File: config.mk
export PLATFORM = sky130hd
export DESIGN_NAME = tmr_voter_reg
export DESIGN_NICKNAME = d
export VERILOG_FILES = /design/src/rtl/tmr_voter_reg.sv
export SDC_FILE = /design/constraint.sdc
export NUM_CORES = 1
export LEC_CHECK = 0
export BUFFER_PORTS_ARGS = -buffer_cell sky130_fd_sc_hd__buf_4
export CAP_MARGIN = 20
export CORE_MARGIN = 3
export CORE_UTILIZATION = 26
export CTS_CLUSTER_SIZE = 25
export DETAILED_ROUTE_END_ITERATION = 8
export SYNTH_ARGS = -nofsm -noshare
export SYNTH_HDL_FRONTEND = slang
export SYNTH_SLANG_ARGS = --single-unit
File: constraint.sdc
create_clock -name clk -period 0.95 [get_ports clk]
set_clock_uncertainty 0.2 [all_clocks]
set_input_delay 0.0475 -clock clk [delete_from_list [all_inputs] [get_ports clk]]
set_output_delay 0.0475 -clock clk [all_outputs]
set_load 0.01 [all_outputs]
File: src/rtl/tmr_voter_reg.sv
// Registered triple-modular-redundancy voter with per-lane error flags, sticky flags and counters.
// Define TMR_VOTER_CNT_EN to build in the saturating per-lane error counters.

module tmr_lane_mon #(
    parameter int CNT_WIDTH = 8
) (
    input  logic                 clk,
    input  logic                 rst,
    input  logic                 i_clr,
    input  logic                 i_hit,
    output logic                 o_sticky,
    output logic [CNT_WIDTH-1:0] o_cnt
);
    logic r_sticky;

    // clr wipes history, but a hit in the same cycle is still recorded
    always_ff @(posedge clk) begin
        if (rst)
            r_sticky <= 1'b0;
        else if (i_clr)
            r_sticky <= i_hit;
        else if (i_hit)
            r_sticky <= 1'b1;
    end

    assign o_sticky = r_sticky;

`ifdef TMR_VOTER_CNT_EN
    localparam logic [CNT_WIDTH-1:0] CNT_MAX = '1;
    logic [CNT_WIDTH-1:0] r_cnt;

    always_ff @(posedge clk) begin
        if (rst)
            r_cnt <= '0;
        else if (i_clr)
            r_cnt <= i_hit ? CNT_WIDTH'(1) : '0;
        else if (i_hit && (r_cnt != CNT_MAX))
            r_cnt <= r_cnt + CNT_WIDTH'(1);
    end

    assign o_cnt = r_cnt;
`else
    assign o_cnt = '0;
`endif
endmodule

module tmr_voter_reg #(
    parameter int WIDTH     = 1,
    parameter int CNT_WIDTH = 8
) (
    input  logic                 clk,
    input  logic                 rst,
    input  logic                 in_valid,
    input  logic [WIDTH-1:0]     inA,
    input  logic [WIDTH-1:0]     inB,
    input  logic [WIDTH-1:0]     inC,
    input  logic                 clr,
    output logic [WIDTH-1:0]     out,
    output logic                 out_valid,
    output logic [2:0]           lane_err,
    output logic                 multi_err,
    output logic [2:0]           sticky_err,
    output logic [CNT_WIDTH-1:0] cnt_a,
    output logic [CNT_WIDTH-1:0] cnt_b,
    output logic [CNT_WIDTH-1:0] cnt_c
);
    logic [WIDTH-1:0]               w_voted;
    logic [2:0]                     w_err;
    logic [2:0]                     w_hit;
    logic                           w_multi;
    logic [2:0][CNT_WIDTH-1:0]      w_cnt;

    logic [WIDTH-1:0] r_out;
    logic             r_out_valid;
    logic [2:0]       r_lane_err;
    logic             r_multi_err;

    assign w_voted = (inA & inB) | (inA & inC) | (inB & inC);
    assign w_err   = {|(inC ^ w_voted), |(inB ^ w_voted), |(inA ^ w_voted)};
    assign w_multi = (w_err[0] & w_err[1]) | (w_err[0] & w_err[2]) | (w_err[1] & w_err[2]);
    assign w_hit   = w_err & {3{in_valid}};

    always_ff @(posedge clk) begin
        if (rst) begin
            r_out       <= '0;
            r_out_valid <= 1'b0;
            r_lane_err  <= '0;
            r_multi_err <= 1'b0;
        end else begin
            r_out_valid <= in_valid;
            r_lane_err  <= w_hit;
            r_multi_err <= in_valid & w_multi;
            if (in_valid)
                r_out <= w_voted;
        end
    end

    for (genvar g = 0; g < 3; g++) begin : g_lane
        tmr_lane_mon #(.CNT_WIDTH(CNT_WIDTH)) u_mon (
            .clk      (clk),
            .rst      (rst),
            .i_clr    (clr),
            .i_hit    (w_hit[g]),
            .o_sticky (sticky_err[g]),
            .o_cnt    (w_cnt[g])
        );
    end

    assign out       = r_out;
    assign out_valid = r_out_valid;
    assign lane_err  = r_lane_err;
    assign multi_err = r_multi_err;
    assign cnt_a     = w_cnt[0];
    assign cnt_b     = w_cnt[1];
    assign cnt_c     = w_cnt[2];
endmodule

== Yosys cells after proc, flatten, opt, wreduce, memory -nomap -nowiden ==
Cells that the tools add are included.
Operators by class
  multiplexer cells: 6
  bitwise operators: 15
  reduce and logical (&&, ||, !) cells: 3
Operator list (count)
  AND 1 bit: 7
  2-to-1 mux 1 bit: 6
  nonzero test 2 bit: 3
  bitwise OR 1 bit: 4
  AND 3 bit: 1
  bitwise XOR 1 bit: 3
Storage, ports and cells
  register bits after elaboration: 9
  logic and storage cells: 31

== Longest topological paths before layout ==
Gate-level depths: netlist of the first run.
  word-level depth: 8
  gate-level depth with buffers: 3

== Hierarchy ==
Synthesis of the first run repeated with hierarchy kept, for this count alone.
Unflattened totals
  cells, all modules: 64
  area, all modules: 549.3 sq um
By module, submodules not included
  tmr_lane_mon: times used 3, cells an instance 13, area each 102.6 sq um, sequential area each 20.0 sq um
  tmr_voter_reg: times used 1, cells an instance 25, area each 241.5 sq um, sequential area each 120.1 sq um

== Worst setup path after synthesis of the first run ==
OpenSTA, ideal clock, no wires.
  path type: input to register
  start: input port inB
  end: register g_lane[0].u_mon.r_sticky
  arrival time: 0.650 ns
  required time: 0.693 ns
  slack: 0.043 ns
  cell stages on the path: 3
  path buffers: 0
  path through: or3b_1 -> a21oi_2 -> a21o_1
Between the ends
  longest elaborated chain between the ends: 6
  elaborated cells between the ends (all ways): 8
RTL lines
  start, declared: RTL line 55  | input logic [WIDTH-1:0] inB,
  AND 1 bit: RTL line 78  | assign w_voted = (inA & inB) | (inA & inC) | (inB & inC);
  bitwise OR 1 bit: RTL line 78
  bitwise OR 1 bit (*): RTL line 78
  bitwise XOR 1 bit (*): RTL line 79  | assign w_err = {|(inC ^ w_voted), |(inB ^ w_voted), |(inA ^ w_voted)};
  AND 3 bit (*): RTL line 81  | assign w_hit = w_err & {3{in_valid}};
  2-to-1 mux 1 bit / nonzero test 2 bit (equally long branches)
  end signal, assigned: RTL line 21  | r_sticky <= i_hit;
  end, declared: RTL line 14  | logic r_sticky;
Every way passes the cells marked *; elsewhere a longest branch is shown, timed or not.
A chain may end at the register's enable or synchronous reset.

== Worst setup path in the final report of the first run ==
  start: register r_out (netlist: out)
  end: output port out
RTL lines
  start, declared: RTL line 73  | logic [WIDTH-1:0] r_out;
  start signal, assigned: RTL line 94  | r_out <= w_voted;
  end, declared: RTL line 58  | output logic [WIDTH-1:0] out,
No word-level cell between the ends.

==> run summary, run 1 <==
### STA
- final number of setup-violating endpoints: 0
- Fmax achieved: 1070 MHz
- Max Transition Viols Final: 0
- tightest hold margin: -0.229 ns
- TNS Setup: 0 ns
- unrepaired setup endpoints after global routing: true
- share of the clock period used by the worst path after layout: 98.3%
- number of hold violations in the final report: 8
- Period minus WS final: 0.934 ns
- minimum setup slack in the final design: 0.0163 ns

### Worst setup path
- count of buffering cells on the critical path with inverters included: 1
- Max stage delay cell, worst path: sky130_fd_sc_hd__dfxtp_2
- worst endpoint required time: 0.70 ns
- Crit path max-delay family: flip-flops
- critical path data arrival time: 0.69 ns
- CP Max Fanout: 2
- worst path cell trace: buf_6
- max incr delay on CP: 0.32 ns
- category of the worst setup path capture point: output pin
- Startpoint Class: flop
- WS Path Type: flop to output pin

### Synth
- Warnings, synthesis: 0
- share of synthesized area occupied by flip-flops and latches: 34.7%
- synth top area cells: sky130_fd_sc_hd__buf_4, sky130_fd_sc_hd__dfxtp_1, sky130_fd_sc_hd__a21oi_2, sky130_fd_sc_hd__or3b_1, sky130_fd_sc_hd__a21o_1
- mean instance size in the synthesized netlist: 9.27 um2
- Syn Inst Count: 56
- synth cell count leaders: sky130_fd_sc_hd__buf_4, sky130_fd_sc_hd__dfxtp_1
- cell type contributing the most total cell area after synthesis: sky130_fd_sc_hd__buf_4
- share of async-settable or async-resettable flops after synthesis: 0%
- distinct cell type count of the synthesized netlist: 13
- post-synth design cell area: 519 um2
- number of enable-type register cells in the synthesized netlist: 0
- register bit total from synthesis: 9
- most instantiated library cell after synthesis: sky130_fd_sc_hd__buf_4
- leading register cell type out of synthesis: sky130_fd_sc_hd__dfxtp_1
- area share of the largest cell type after synthesis: 39.0%

### Routing
- detail-routed net length per standard cell: 7.67 um
- number of nets with antenna violations after routing: 0
- DRC violations left: 0
- router iterations before antenna repair: 2
- initial drt markers: 2
- total routed wirelength: 775 um
- via count of the routed design: 338
- vias per cell: 3.35

### Floorplan
- number of placement rows: 15
- die width: 50.7 um
- Initial Util: 28.8%
- height of the die: 50.7 um
- Std-Cell Core Area: 0.00180 mm2
- I/O pin count: 40
- full die area: 0.00257 mm2

### Final layout
- post-route cell area: 652 um2
- share of final-layout standard cells stronger than drive strength 1: 44.7%
- Total Nets Final: 84
- number of inserted diodes: 0
- layout-stage area growth over the synthesis result: 25.5%
- final core utilization: 36.2%

### Global route
- total global routing overflow: 0
- most used routing layer in global routing: met2
- met2 usage in global routing: 9.13%
- met1 GRT Util: 5.87%
- number of antenna violations at the first check in global routing: 0
- GR Util All Layers: 6.22%
- number of global-route vias before repair: 269
- largest net degree at the start of global routing: 9
- met3 Use GR: 3.26%
- wire length of the first global-routing pass: 1130 um

### Clock tree
- number of H-tree branching levels: 1
- Clock Tree Root: sky130_fd_sc_hd__clkbuf_4
- Max Root-Sink Buffers: 2
- Clock Latency Late Sink: 0.25 ns
- Clk pin slew, worst setup/hold paths: 0.06 ns
- CTS tree: built
- TritonCTS buffer count: 3
- TritonCTS Sinks: 9

### Power and ir drop
- worst-case vdd ir drop: 379 uV
- portion of total power attributed to the clock network: 32.7%
- total net switching power: 214 uW
- design internal power: 631 uW
- Switching Share: 25.3%
- Pwr per Cell Area: 1300 mW/mm2
- combinational cell fraction of total power: 18.9%
- proportion of power drawn by flip-flops and latches: 48.3%
- Static Leak: 0.000343 uW

### Min path
- Tightest Hold Check Type: input port to flop

### Place
- dpl hpwl: 632 um
- Worst Setup Slack post-DPL: -0.132 ns
- quantity of I/O buffers inserted on ports: 15
- post-detailed-placement cell area: 566 um2
- routability congestion estimate: 0.689

### Outcome
- run status: finished with violations
- failing checks: hold timing

### Flow run
- number of maximum-capacitance constraint violations: 0

-- state kept, by name (all words and copies together), names as in the netlist --
| signal | cells |
|---|---|
| out_valid | 1 |
| lane_err | 3 |
| multi_err | 1 |
| g_lane.u_mon.o_sticky | 3 |
| out | 1 |
-- layer usage --
| metal | vias to the layer above | share of wire (%) |
|---|---|---|
| met5 | - | 0 |
| met4 | 0 | 0.77 |
| met3 | 2 | 12 |
| met2 | 23 | 53 |
| met1 | 140 | 34 |
| li1 | 173 | - |
-- per-stage QoR --
step	std cells	total power, uW	hold WS [ns]
5_1_grt	101	915	-0.242
6_report	101	845	-0.229
4_1_cts	100	848	-0.240
3_5_place_dp	95	554	0.0347
2_1_floorplan	80	569	-0.0804
3_3_place_gp	95	552	0.0314
-- placed cells by master (no fill, tap or decap), types with 2 or more instances in the layout --
cell                       instances
sky130_fd_sc_hd__dfxtp_2           9
sky130_fd_sc_hd__clkbuf_4          3
sky130_fd_sc_hd__a21oi_2           3
sky130_fd_sc_hd__a21o_1            3
sky130_fd_sc_hd__buf_4            10
sky130_fd_sc_hd__buf_6             9
sky130_fd_sc_hd__conb_1           25
sky130_fd_sc_hd__nor2_1            2
sky130_fd_sc_hd__nand3b_1          3
sky130_fd_sc_hd__or3b_1            3
-- area by class of cell --
| class | count | area [um2] |
|---|---|---|
| flip-flops and latches | 9 | 191 |
| inverters | 1 | 3.75 |
| fillers | 199 | 1150 |
| multi-input cells | 43 | 223 |
| clock buffers | 4 | 26.3 |
| well taps | 25 | 31.3 |
| repair buffers | 19 | 176 |
-- power groups by stage --
stage / Combinational, uW / Sequential [uW] / Clock (uW)
floorplan: 154 / 415 / 0
global placement: 143 / 409 / 0
detailed placement: 144 / 410 / 0
CTS: 152 / 405 / 291
global route: 177 / 410 / 328
finish: 160 / 408 / 276
-- timing repair --
action | CTS | global route
hold endpoints to repair | 8 | 8
resized for setup | 8 | 10
pin swaps | 0 | 1
setup endpoints to repair | 4 | 10
setup buffers | 1 | 1
-- worst paths after layout --
| check | start | to | slack [ns] | cells past startpoint |
|---|---|---|---|---|
| worst max register to register | g_lane[1].u_mon.o_sticky | g_lane[1].u_mon.o_sticky | 0.06 | 2 |
| worst min register to register | g_lane[0].u_mon.o_sticky | g_lane[0].u_mon.o_sticky | 0.26 | 1 |
| worst min-delay path | rst | out | -0.23 | 2 |
| worst max-delay path | out | out | 0.02 | 1 |
-- cell families (layout without fill, tap and decap cells) --
family / after synthesis / in the layout / synth area share (%)
simple gates: 10 / 10 / 12.8
buf+inv: 28 / 24 / 39.8
flops: 9 / 9 / 34.7
compound gates: 8 / 8 / 12.0
other cells: 1 / 25 / 0.722
No activity file was read; power rests on OpenSTA's default activity.
==> run 2, diff against run 1 <==
BUFFER_PORTS_ARGS = not set   (was -buffer_cell sky130_fd_sc_hd__buf_4)
DONT_BUFFER_PORTS = 1   (was not set)
==> run 2 against run 1 <==
Compared with the run above: the flow still finishes with violations (hold timing); sequential share of layout area increased by 7.7 points; sequential power hardly changed; fmax up 0.63%; cell count shrank 17%; die area unchanged; wire length fell by 18%; global-route usage down 1.5 points; register-to-register slack better by 0.05 ns; critical endpoint unchanged; largest power group unchanged.
==> run summary, run 2 (synthesis gave the netlist of run 1 again) <==
### Final layout
- Total Nets Final: 67, was 84
- layout-stage area growth over the synthesis result: -5.78%, was 25.5%
- final core utilization: 27.2%, was 36.2%
- most common cell after layout, fill and taps aside: sky130_fd_sc_hd__conb_1, unchanged
- number of inserted diodes: 0, unchanged
- multi-input gate area in the final layout: 225 um2, was 223 um2
- share of final-layout standard cells stronger than drive strength 1: 15.3%, was 44.7%
- post-route cell area: 489 um2, was 652 um2
- storage element area: 181 um2, was 191 um2
- layout filler cell count: 208, was 199
- commonest non-fill, non-tap cells in the layout: sky130_fd_sc_hd__conb_1, sky130_fd_sc_hd__dfxtp_1, was sky130_fd_sc_hd__conb_1, sky130_fd_sc_hd__buf_4, sky130_fd_sc_hd__dfxtp_2, sky130_fd_sc_hd__buf_6

### Routing
- via count of the routed design: 278, was 338
- vias per cell: 3.31, was 3.35
- DRC violations left: 0, unchanged
- router iterations before antenna repair: 2, unchanged
- number of nets with antenna violations after routing: 0, unchanged
- total routed wirelength: 632 um, was 775 um
- detail-routed net length per standard cell: 7.52 um, was 7.67 um
- initial drt markers: 1, was 2

### Global route
- met2 usage in global routing: 6.52%, was 9.13%
- number of antenna violations at the first check in global routing: 0, unchanged
- wire length of the first global-routing pass: 848 um, was 1130 um
- met1 GRT Util: 4.84%, was 5.87%
- most used routing layer in global routing: met4, was met2
- GR Util All Layers: 4.69%, was 6.22%
- number of global-route vias before repair: 224, was 269
- total global routing overflow: 0, unchanged
- met3 Use GR: 1.19%, was 3.26%
- largest net degree at the start of global routing: 9, unchanged

### Worst setup path
- WS Path Type: flop to output pin, unchanged
- worst endpoint required time: 0.70 ns, about the same
- category of the worst setup path capture point: output pin, unchanged
- Max stage delay cell, worst path: sky130_fd_sc_hd__dfxtp_2, unchanged
- Crit path max-delay family: flip-flops, unchanged
- count of buffering cells on the critical path with inverters included: 1, unchanged
- CP Max Fanout: 2, unchanged
- worst path cell trace: buf_6, unchanged
- max incr delay on CP: 0.32 ns, about the same
- Startpoint Class: flop, unchanged
- critical path data arrival time: 0.68 ns, was 0.69 ns

### Place
- dpl hpwl: 545 um, was 632 um
- Worst Setup Slack post-DPL: -0.0197 ns, was -0.132 ns
- routability congestion estimate: 0.651, was 0.689
- quantity of I/O buffers inserted on ports: 0, was 15
- post-detailed-placement cell area: 445 um2, was 566 um2

### STA
- final number of setup-violating endpoints: 0, unchanged
- Fmax achieved: 1080 MHz, was 1070 MHz
- Max Transition Viols Final: 0, unchanged
- TNS Setup: 0 ns, unchanged
- minimum setup slack in the final design: 0.0221 ns, was 0.0163 ns
- Period minus WS final: 0.928 ns, was 0.934 ns
- tightest hold margin: -0.340 ns, was -0.229 ns
- unrepaired setup endpoints after global routing: true, unchanged
- number of hold violations in the final report: 7, was 8
- share of the clock period used by the worst path after layout: 97.7%, was 98.3%

### Clock tree
- TritonCTS buffer count: 3, unchanged
- Clock Tree Root: sky130_fd_sc_hd__clkbuf_4, unchanged
- TritonCTS Sinks: 9, unchanged
- Clock Latency Late Sink: 0.25 ns, about the same
- number of H-tree branching levels: 1, unchanged
- hold-fix buffer count after cts: 1
- Max Root-Sink Buffers: 2, unchanged
- CTS tree: built, unchanged
- Clk pin slew, worst setup/hold paths: 0.05 ns, was 0.06 ns
- Post-CTS Setup Repair Bufs: 0, was 1

### Floorplan
- die width: 50.7 um, unchanged
- I/O pin count: 40, unchanged
- Std-Cell Core Area: 0.00180 mm2, unchanged
- height of the die: 50.7 um, unchanged
- full die area: 0.00257 mm2, unchanged
- Initial Util: 28.8%, unchanged
- number of placement rows: 15, unchanged

### Min path
- Tightest Hold Check Type: input port to flop, unchanged

### Power and ir drop
- Static Leak: 0.000248 uW, was 0.000343 uW
- Total Power: 774 uW, was 845 uW
- Pwr per Cell Area: 1580 mW/mm2, was 1300 mW/mm2
- worst-case vdd ir drop: 474 uV, was 379 uV

### Flow run
- number of maximum-capacitance constraint violations: 0, unchanged

### Outcome
- failing checks: hold timing, unchanged
- run status: finished with violations, unchanged

==> run 2: cell types whose count changed in the layout (fill, tap and decap cells not counted), sizes merged <==
cell	before	now
buf	19	1
dlygate4sd3	0	1
==> run 2: per-layer routing <==
layer,up-vias,wire length (um)
li1,137,-
met1,118,210
met2,23,313
met3,0,108
met4,0,0
met5,-,0
==> run 2: final timing paths <==
check             start  end  slack [ns]  cells past startpoint
setup / recovery    out  out        0.02                      1
setup reg to reg    out  out        0.11                      2
hold reg to reg     out  out        0.29                      2
hold / removal      rst  out       -0.34                      1
==> run 2: what timing repair did <==
action | in CTS | in global routing
resized for setup | 2 | 1
pin swaps | 0 | 1
setup endpoints to repair | 1 | 3
endpoints found under the hold margin | 8 | 7
gates cloned | 0 | 0
==> run 2: metrics by stage <==
stage | instances | hold slack, ns
2_1_floorplan | 80 | -0.0804
3_3_place_gp | 79 | -0.0791
3_5_place_dp | 79 | -0.0770
4_1_cts | 84 | -0.357
5_1_grt | 84 | -0.343
6_report | 84 | -0.340
==> run 2: layout make-up <==
cell class,instances,area share (%)
clock buffer,4,5.37
inverter,1,0.767
multi-input combinational,43,46.0
sequential,9,37.1
tap,25,6.39
timing repair buffer,2,4.35
==> run 2: power by group <==
part	switching (uW)	total [uW]	internal, uW	leakage, uW
registers	15.0	411	396	0.0000742
clock network	114	275	161	0.0000150
logic	61.9	88.4	26.5	0.000158
total	191	774	583	0.000248
==> run 3, diff against run 2 <==
==> constraint.sdc (replaced) <==
create_clock -name clk -period 1.1 [get_ports clk]
set_clock_uncertainty 0.2 [all_clocks]
set_input_delay 0.22 -clock clk [delete_from_list [all_inputs] [get_ports clk]]
set_output_delay 0.22 -clock clk [all_outputs]
set_load 0.01 [all_outputs]
==> run 3 against run 2 <==
Compared with the run above: first-iteration DRC count grew to 4.0 times the previous value; critical path depth is the same; global-route usage grew 0.60 points; final area grew 5.4%; sequential power shrank 14%; register-to-register slack gained 0.15 ns; sequential share of layout area shrank 1.9 points; count of clock-buffer cells in the layout is the same; non-clock buffer count grew 2; cell count grew 2.4%; the run ends with hold timing, setup timing left; largest power group unchanged; sequential cell count is the same.
==> run summary, run 3 (synthesis gave the netlist of run 1 again) <==
### Place
- quantity of I/O buffers inserted on ports: 0, unchanged
- routability congestion estimate: 0.676, was 0.651
- cell total after placement: 79, unchanged
- dpl hpwl: 595 um, was 545 um
- Worst Setup Slack post-DPL: -0.0614 ns, was -0.0197 ns

### Clock tree
- hold-fix buffer count after cts: 3, was 1
- TritonCTS buffer count: 3, unchanged
- Max Root-Sink Buffers: 2, unchanged
- number of H-tree branching levels: 1, unchanged
- Clock Latency Late Sink: 0.25 ns, about the same
- TritonCTS Sinks: 9, unchanged
- CTS tree: built, unchanged
- Clock Tree Root: sky130_fd_sc_hd__clkbuf_4, unchanged
- Clk pin slew, worst setup/hold paths: 0.05 ns, about the same
- Post-CTS Setup Repair Bufs: 0, unchanged

### Global route
- total global routing overflow: 0, unchanged
- largest net degree at the start of global routing: 9, unchanged
- wire length of the first global-routing pass: 1010 um, was 848 um
- GR Util All Layers: 5.30%, was 4.69%
- number of global-route vias before repair: 259, was 224
- number of antenna violations at the first check in global routing: 0, unchanged

### Final layout
- number of inserted diodes: 0, unchanged
- commonest non-fill, non-tap cells in the layout: sky130_fd_sc_hd__conb_1, sky130_fd_sc_hd__dfxtp_1, unchanged
- Total Nets Final: 69, was 67
- final core utilization: 28.6%, was 27.2%
- post-layout instance count excluding filler cells: 86, was 84
- layout-stage area growth over the synthesis result: -0.723%, was -5.78%
- most common cell after layout, fill and taps aside: sky130_fd_sc_hd__conb_1, unchanged
- share of final-layout standard cells stronger than drive strength 1: 14.8%, was 15.3%

### Routing
- via count of the routed design: 291, was 278
- DRC violations left: 0, unchanged
- number of nets with antenna violations after routing: 0, unchanged
- total routed wirelength: 701 um, was 632 um
- vias per cell: 3.38, was 3.31
- initial drt markers: 4, was 1
- detail-routed net length per standard cell: 8.15 um, was 7.52 um
- router iterations before antenna repair: 3, was 2

### Worst setup path
- CP Capture Point: out, unchanged
- worst endpoint required time: 0.68 ns, was 0.70 ns
- Worst R2R Path Depth: 2, unchanged
- capturing point of the worst reg2reg path: out, unchanged
- category of the worst setup path capture point: output pin, unchanged
- count of buffering cells on the critical path with inverters included: 1, unchanged
- flop-to-flop setup slack: 0.26 ns, was 0.11 ns
- Crit. path cell count: 1, unchanged
- CP Max Fanout: 2, unchanged
- worst path cell trace: buf_6, unchanged
- Max stage delay cell, worst path: sky130_fd_sc_hd__dfxtp_2, unchanged
- CP Launch Point: out, unchanged
- WS Path Type: flop to output pin, unchanged
- max incr delay on CP: 0.32 ns, about the same
- Startpoint Class: flop, unchanged
- critical path data arrival time: 0.68 ns, about the same
- worst flop-to-flop path startpoint: out, unchanged
- Crit path max-delay family: flip-flops, unchanged

### STA
- Period minus WS final: 1.10 ns
- final number of setup-violating endpoints: 1, was 0
- unrepaired setup endpoints after global routing: true, unchanged
- Fmax achieved: 906 MHz
- minimum setup slack in the final design: -0.00389 ns, was 0.0221 ns
- number of hold violations in the final report: 4, was 7
- tightest hold margin: -0.0480 ns, was -0.340 ns
- Max Transition Viols Final: 0, unchanged
- TNS Setup: -0.00389 ns, was 0 ns
- share of the clock period used by the worst path after layout: 100%

### Flow run
- number of maximum-capacitance constraint violations: 0, unchanged

### Power and ir drop
- Total Power: 675 uW, was 774 uW
- worst-case vdd ir drop: 408 uV, was 474 uV
- Pwr per Cell Area: 1310 mW/mm2, was 1580 mW/mm2
- Static Leak: 0.000263 uW, was 0.000248 uW

### Outcome
- run status: finished with violations, unchanged
- failing checks: hold timing, setup timing, was hold timing

### Floorplan
- Std-Cell Core Area: 0.00180 mm2, unchanged
- die width: 50.7 um, unchanged
- full die area: 0.00257 mm2, unchanged
- number of placement rows: 15, unchanged
- Initial Util: 28.8%, unchanged
- I/O pin count: 40, unchanged
- height of the die: 50.7 um, unchanged

### Min path
- HP Start: inB, was rst
- Tightest Hold Check Type: input port to flop, unchanged

run 3: changes by cell type in the layout (fill, tap and decap cells not counted):
cell | previous run | this run
sky130_fd_sc_hd__a311oi_1 | 1 | 0
sky130_fd_sc_hd__a311oi_2 | 0 | 1
sky130_fd_sc_hd__dlygate4sd3_1 | 1 | 2
sky130_fd_sc_hd__dlymetal6s4s_1 | 0 | 1
sky130_fd_sc_hd__nand2b_1 | 0 | 1
sky130_fd_sc_hd__nand2b_2 | 1 | 0
run 3: worst min-delay path by stage:
stage | cells after the start | to | slack [ns]
after floorplan | 1 | out | 0.09
after global placement | 1 | out | 0.09
after detailed placement | 1 | out | 0.10
after CTS | 2 | out | -0.07
after global routing | 2 | lane_err[0] | -0.04
final | 2 | out | -0.05
run 3: per-stage QoR:
step           area [um2]  hold WS [ns]
2_1_floorplan         609        0.0921
3_3_place_gp          445        0.0941
3_5_place_dp          445         0.101
4_1_cts               507       -0.0739
5_1_grt               515       -0.0357
6_report              515       -0.0480
run 3: cell type report:
class	instances	area, um2
Fill cell	206	1290
Multi-Input combinational cell	43	229
Sequential cell	9	181
Timing Repair Buffer	4	43.8
Tap cell	25	31.3
Clock buffer	4	26.3
Inverter	1	3.75
run 3: metal layers:
layer,track usage (%),share of wire (%),routed length [um]
met1,3.91,31,214
met2,10.9,55,385
met3,1.48,14,100
met4,4.04,0,0
met5,0,0,0
run 3: report_power, final:
group / switching [uW] / internal, uW / leakage (uW)
clock: 94.5 / 138 / 0.0000150
combinational: 57.8 / 28.7 / 0.000174
sequential: 13.4 / 342 / 0.0000742
run 3: repair_timing:
item | 4_1_cts | 5_1_grt
setup endpoints to repair | 1 | 2
pin swaps | 0 | 1
gates resized for setup | 2 | 2
endpoints found under the hold margin | 5 | 4
